`config.mk`:
```
export PLATFORM = sky130hd
export DESIGN_NAME = filter_inverse
export DESIGN_NICKNAME = d
export VERILOG_FILES = /design/src/rtl/filter_pkg.sv /design/src/rtl/stream_reg.sv /design/src/rtl/filter_inverse.sv
export SDC_FILE = /design/constraint.sdc
export NUM_CORES = 1
export LEC_CHECK = 0
export ABC_AREA = 1
export CORE_MARGIN = 2
export CORE_UTILIZATION = 33
export DETAILED_ROUTE_END_ITERATION = 8
export PLACE_DENSITY = 0.56
export SETUP_SLACK_MARGIN = 0.4
export SLEW_MARGIN = 20
export SYNTH_ARGS = -nofsm -noshare
export SYNTH_HDL_FRONTEND = slang
export SYNTH_HIERARCHICAL = 1
export SYNTH_SLANG_ARGS = --single-unit
export TNS_END_PERCENT = 50
```
`constraint.sdc`:
```
create_clock -name clk -period 4.8 [get_ports clk]
set_clock_uncertainty 0.15 [all_clocks]
set_input_delay 0.72 -clock clk [delete_from_list [all_inputs] [get_ports clk]]
set_output_delay 0.72 -clock clk [all_outputs]
set_load 0.01 [all_outputs]
```
`src/rtl/filter_pkg.sv`:
```
// Shared types and defaults for the filter_inverse receive path.
package filter_pkg;

  localparam int unsigned W_DEFAULT = 16;

  typedef logic [W_DEFAULT-1:0] sample_t;

  typedef enum logic [0:0] {
    EMPTY = 1'b0,
    FULL  = 1'b1
  } state_e;

endpackage

```
`src/rtl/stream_reg.sv`:
```
// One-entry valid/ready output register; in_ready is combinational so a full
// entry can be replaced in the same cycle it is consumed.
module stream_reg
  import filter_pkg::*;
#(
  parameter int unsigned W = W_DEFAULT
) (
  input  logic         clk,
  input  logic         reset,
  input  logic         clear,
  input  logic         in_valid,
  output logic         in_ready,
  input  logic [W-1:0] in_data,
  output logic         out_valid,
  input  logic         out_ready,
  output logic [W-1:0] out_data
);

  state_e       state_q;
  logic [W-1:0] data_q;
  logic         accept;
  logic         consume;

  assign out_valid = (state_q == FULL);
  assign out_data  = data_q;
  assign in_ready  = !out_valid || out_ready;
  assign accept    = in_valid && in_ready;
  assign consume   = out_valid && out_ready;

  // clear wins over a same-cycle accept; the dropped sample never reaches the output.
  always_ff @(posedge clk or posedge reset) begin
    if (reset) begin
      state_q <= EMPTY;
      data_q  <= '0;
    end else if (clear) begin
      state_q <= EMPTY;
      data_q  <= '0;
    end else begin
      unique case (state_q)
        EMPTY: begin
          if (accept) begin
            state_q <= FULL;
            data_q  <= in_data;
          end
        end
        FULL: begin
          if (accept) begin
            data_q <= in_data;
          end else if (consume) begin
            state_q <= EMPTY;
          end
        end
        default: state_q <= EMPTY;
      endcase
    end
  end

endmodule

```
`src/rtl/filter_inverse.sv`:
```
// Inverse of Y[n] = X[n] + X[n-1] + Y[n-1] (mod 2^W) with valid/ready on both sides.
// Optional accepted-sample counter enabled by FILTER_INV_STATS_EN.
module filter_inverse
  import filter_pkg::*;
#(
  parameter int unsigned W = W_DEFAULT
) (
  input  logic         clk,
  input  logic         reset,
  input  logic         clear,
  input  logic         in_valid,
  output logic         in_ready,
  input  logic [W-1:0] in_data,
  output logic         out_valid,
  input  logic         out_ready,
  output logic [W-1:0] out_data
`ifdef FILTER_INV_STATS_EN
  ,
  output logic [31:0]  sample_cnt
`endif
);

  logic [W-1:0] yn_1_q;
  logic [W-1:0] xn_1_q;
  logic [W-1:0] x;
  logic         accept;

  assign x      = in_data - yn_1_q - xn_1_q;
  assign accept = in_valid && in_ready && !clear;

  stream_reg #(
    .W(W)
  ) u_stream_reg (
    .clk      (clk),
    .reset    (reset),
    .clear    (clear),
    .in_valid (in_valid),
    .in_ready (in_ready),
    .in_data  (x),
    .out_valid(out_valid),
    .out_ready(out_ready),
    .out_data (out_data)
  );

  always_ff @(posedge clk or posedge reset) begin
    if (reset) begin
      yn_1_q <= '0;
      xn_1_q <= '0;
    end else if (clear) begin
      yn_1_q <= '0;
      xn_1_q <= '0;
    end else if (accept) begin
      yn_1_q <= in_data;
      xn_1_q <= x;
    end
  end

`ifdef FILTER_INV_STATS_EN
  logic [31:0] cnt_q;

  assign sample_cnt = cnt_q;

  always_ff @(posedge clk or posedge reset) begin
    if (reset) begin
      cnt_q <= '0;
    end else if (clear) begin
      cnt_q <= '0;
    end else if (accept) begin
      cnt_q <= cnt_q + 32'd1;
    end
  end
`endif

endmodule

```
==> flow_summary.json <==
{
  "pin_count": 39,
  "final_layout_size_suffix_gt1_frac": 0.0761,
  "syn_area_mm2": 0.00349,
  "worstMarginPinSlew_ps": 1090,
  "wl_per_cell_um": 12.3,
  "setup_tns_ps": 0,
  "initial_utilization": 0.340,
  "cts_made_buffers": 5,
  "max_freq_ghz": 0.302,
  "synth.distinct_cells": 35,
  "cts_hold_buf": 0,
  "cts_setup_buffers": 0,
  "dp_hpwl_mm": 5.70,
  "fin_cells": 609,
  "seqPwrFrac": 0.241,
  "regToRegStartpoint": "u_stream_reg/out_valid$_DFF_PP0_",
  "min-delay-path-class": "flip-flop to flip-flop",
  "drtPass1Iterations": 5,
  "insertion_delay_ps": 310,
  "maxSlewHeadroom": 0.274,
  "synth_edf_count": 0,
  "yosysMostFrequentCell": "nand2_1",
  "first_iter_violations": 112,
  "cp-end-kind": "flip-flop",
  "holdPathStages": 2,
  "timing.hold.ws_ps": 345,
  "grt_pass1_wl_mm": 13.1,
  "combPwrFrac": 0.630,
  "clock-sinks": 49,
  "routed-via-count": 2735,
  "finalWirelength_mm": 7.51,
  "drv_slew": 0,
  "ys_seq_area_frac": 0.351,
  "ff2ff_path_depth": 6,
  "min_to": "xn_1_q[12]$_DFFE_PP0P_",
  "cts-root-buf": "clkbuf_8",
  "nNetsFinal": 525,
  "core_area_mm2": 0.0103,
  "internal_power_uw": 1290,
  "die_h_um": 107,
  "cts_resized": 0,
  "grt.total_usage": 0.143,
  "ys_async_sr_fraction": 1.00,
  "grt_overflow": 0,
  "p_leak_uw": 0.00204,
  "synth_ff_type": "dfrtp_1",
  "r2r_setup_slack_ps": 2230,
  "synth_common_cells": "nand2_1 (133), inv_1 (86), dfrtp_1 (49), nand3_1 (21), o21ai_0 (18)",
  "antenna_found_initial": 0,
  "synth.net_count": 490,
  "synth_seq_cells": 49,
  "rsz0062_at_grt": "false",
  "dieArea_mm2": 0.0114,
  "diodes": 0,
  "syn_avg_cell_area_um2": 7.99,
  "finalCriticalPeriod_ps": 3310,
  "hold_violations": 0,
  "path_class": "input pin to flip-flop",
  "syn_to_final_growth_pct": 16.6,
  "die_w_um": 107,
  "path_max_fanout": 21,
  "place_inst": 601,
  "status": "complete, no violations",
  "rows": 37,
  "cts_buffer_depth": 2,
  "cts-htree-levels": 2,
  "drc": 0,
  "start_kind": "input pin",
  "synth_area_leader_cell": "dfrtp_1",
  "port_buffers": 38,
  "grt_max_degree": 33,
  "finalSetupViolCount": 0,
  "p_sw_frac": 0.466,
  "synth_cells": 437,
  "critPathRequiredTime_ps": 4870,
  "place_congestion": 0.824,
  "hp-start": "xn_1_q[12]$_DFFE_PP0P_",
  "switching_power_uw": 1130,
  "clk_pin_slew_ps": 100,
  "power_density_mw_per_mm2": 595,
  "r2r_end": "xn_1_q[5]$_DFFE_PP0P_",
  "cts_tree": "built",
  "pwr-share-clk": 0.129,
  "drt-vias-per-instance": 4.49,
  "grt_pass1_vias": 2780,
  "synth_area_leaders": "dfrtp_1 (35%), nand2_1 (14%), inv_1 (9.2%)",
  "yosys_warnings": 6,
  "max_cap_violations": 0,
  "fin_crit_sh": 0.689,
  "crit_arrival_ps": 3380,
  "ir_drop_mv": 0.231,
  "drtAntennaViolNets": 0,
  "synth_top_area_frac": 0.351
}
## area by class of cell
| cell class | instances | area (um2) |
|---|---|---|
| clock buffer | 5 | 68.8 |
| clock inverter | 3 | 46.3 |
| fill | 1117 | 6200 |
| inverter | 87 | 327 |
| multi-input combinational | 289 | 1840 |
| sequential | 49 | 1230 |
| tap | 136 | 170 |
| timing repair buffer | 40 | 395 |
## routing by layer
| layer | vias to the layer above | wire (um) | global-route usage | part of all wire |
|---|---|---|---|---|
| met3 | 6 | 297 | 0.0225 | 0.040 |
| met4 | 0 | 61 | 0.0297 | 0.0081 |
| met5 | - | 0 | 0 | 0 |
| met1 | 1266 | 3840 | 0.202 | 0.51 |
| li1 | 1411 | - | - | - |
| met2 | 52 | 3320 | 0.234 | 0.44 |
## worst max-delay path, cell delays in order
cell             delay, ps
clkdlybuf4s50_1        770
nand2_1                270
inv_1                   60
nor2_1                 630
inv_1                  590
o22ai_1                320
## metrics by stage
stage | area (um2) | total power (uW) | util | setup WS (ps)
2_1_floorplan | 3490 | 1690 | - | 2160
3_3_place_gp | 3960 | 2110 | 0.385 | 1240
3_5_place_dp | 3960 | 2120 | 0.385 | 1100
4_1_cts | 4070 | 2440 | 0.396 | 1440
5_1_grt | 4070 | 2670 | 0.396 | 1020
6_report | 4070 | 2420 | 0.396 | 1490
## sequential cells by signal, indices dropped and copies added (netlist names)
signal,cells
yn_1_q,16
u_stream_reg/out_valid,1
xn_1_q,16
u_stream_reg/out_data,16
## worst max path at each step
stage,slack [ps],startpoint,depth (start not counted),to
final,1490,in_valid,6,xn_1_q[5]$_DFFE_PP0P_
after detailed placement,1100,in_valid,6,xn_1_q[5]$_DFFE_PP0P_
after floorplan,2160,in_data[6],11,u_stream_reg/out_data[15]$_DFFE_PP0P_
after CTS,1440,in_valid,6,xn_1_q[5]$_DFFE_PP0P_
after global placement,1240,in_valid,6,xn_1_q[5]$_DFFE_PP0P_
after global routing,1020,in_valid,6,xn_1_q[3]$_DFFE_PP0P_
## cell usage in the layout (no fill, tap or decap), drive strengths merged, types with 2 or more instances in the layout
cell,n
a21oi,8
and2,7
buf,2
clkbuf,5
clkdlybuf4s50,38
dfrtp,49
fa,15
ha,17
inv,87
nand2,137
nand3,34
nand3b,2
nand4,17
nor2,12
nor3,3
o21ai,19
o22ai,4
xnor2,8
xor2,4
## power groups by stage
stage | clock network [uW] | logic [uW] | registers [uW]
floorplan | 0 | 1090 | 606
global placement | 0 | 1510 | 591
detailed placement | 0 | 1530 | 594
CTS | 325 | 1530 | 586
global route | 336 | 1740 | 599
finish | 312 | 1530 | 584
## kinds of logic (layout without fill, tap and decap cells)
kind of cell | after synthesis | after routing | synth area share
flops | 49 | 49 | 0.351
compound gates | 32 | 32 | 0.0505
fa+ha+maj | 32 | 32 | 0.147
xor+xnor | 12 | 12 | 0.0365
simple gates | 213 | 213 | 0.293
buf+inv | 99 | 135 | 0.122
Note: power is estimated with default switching activity, not from simulation.
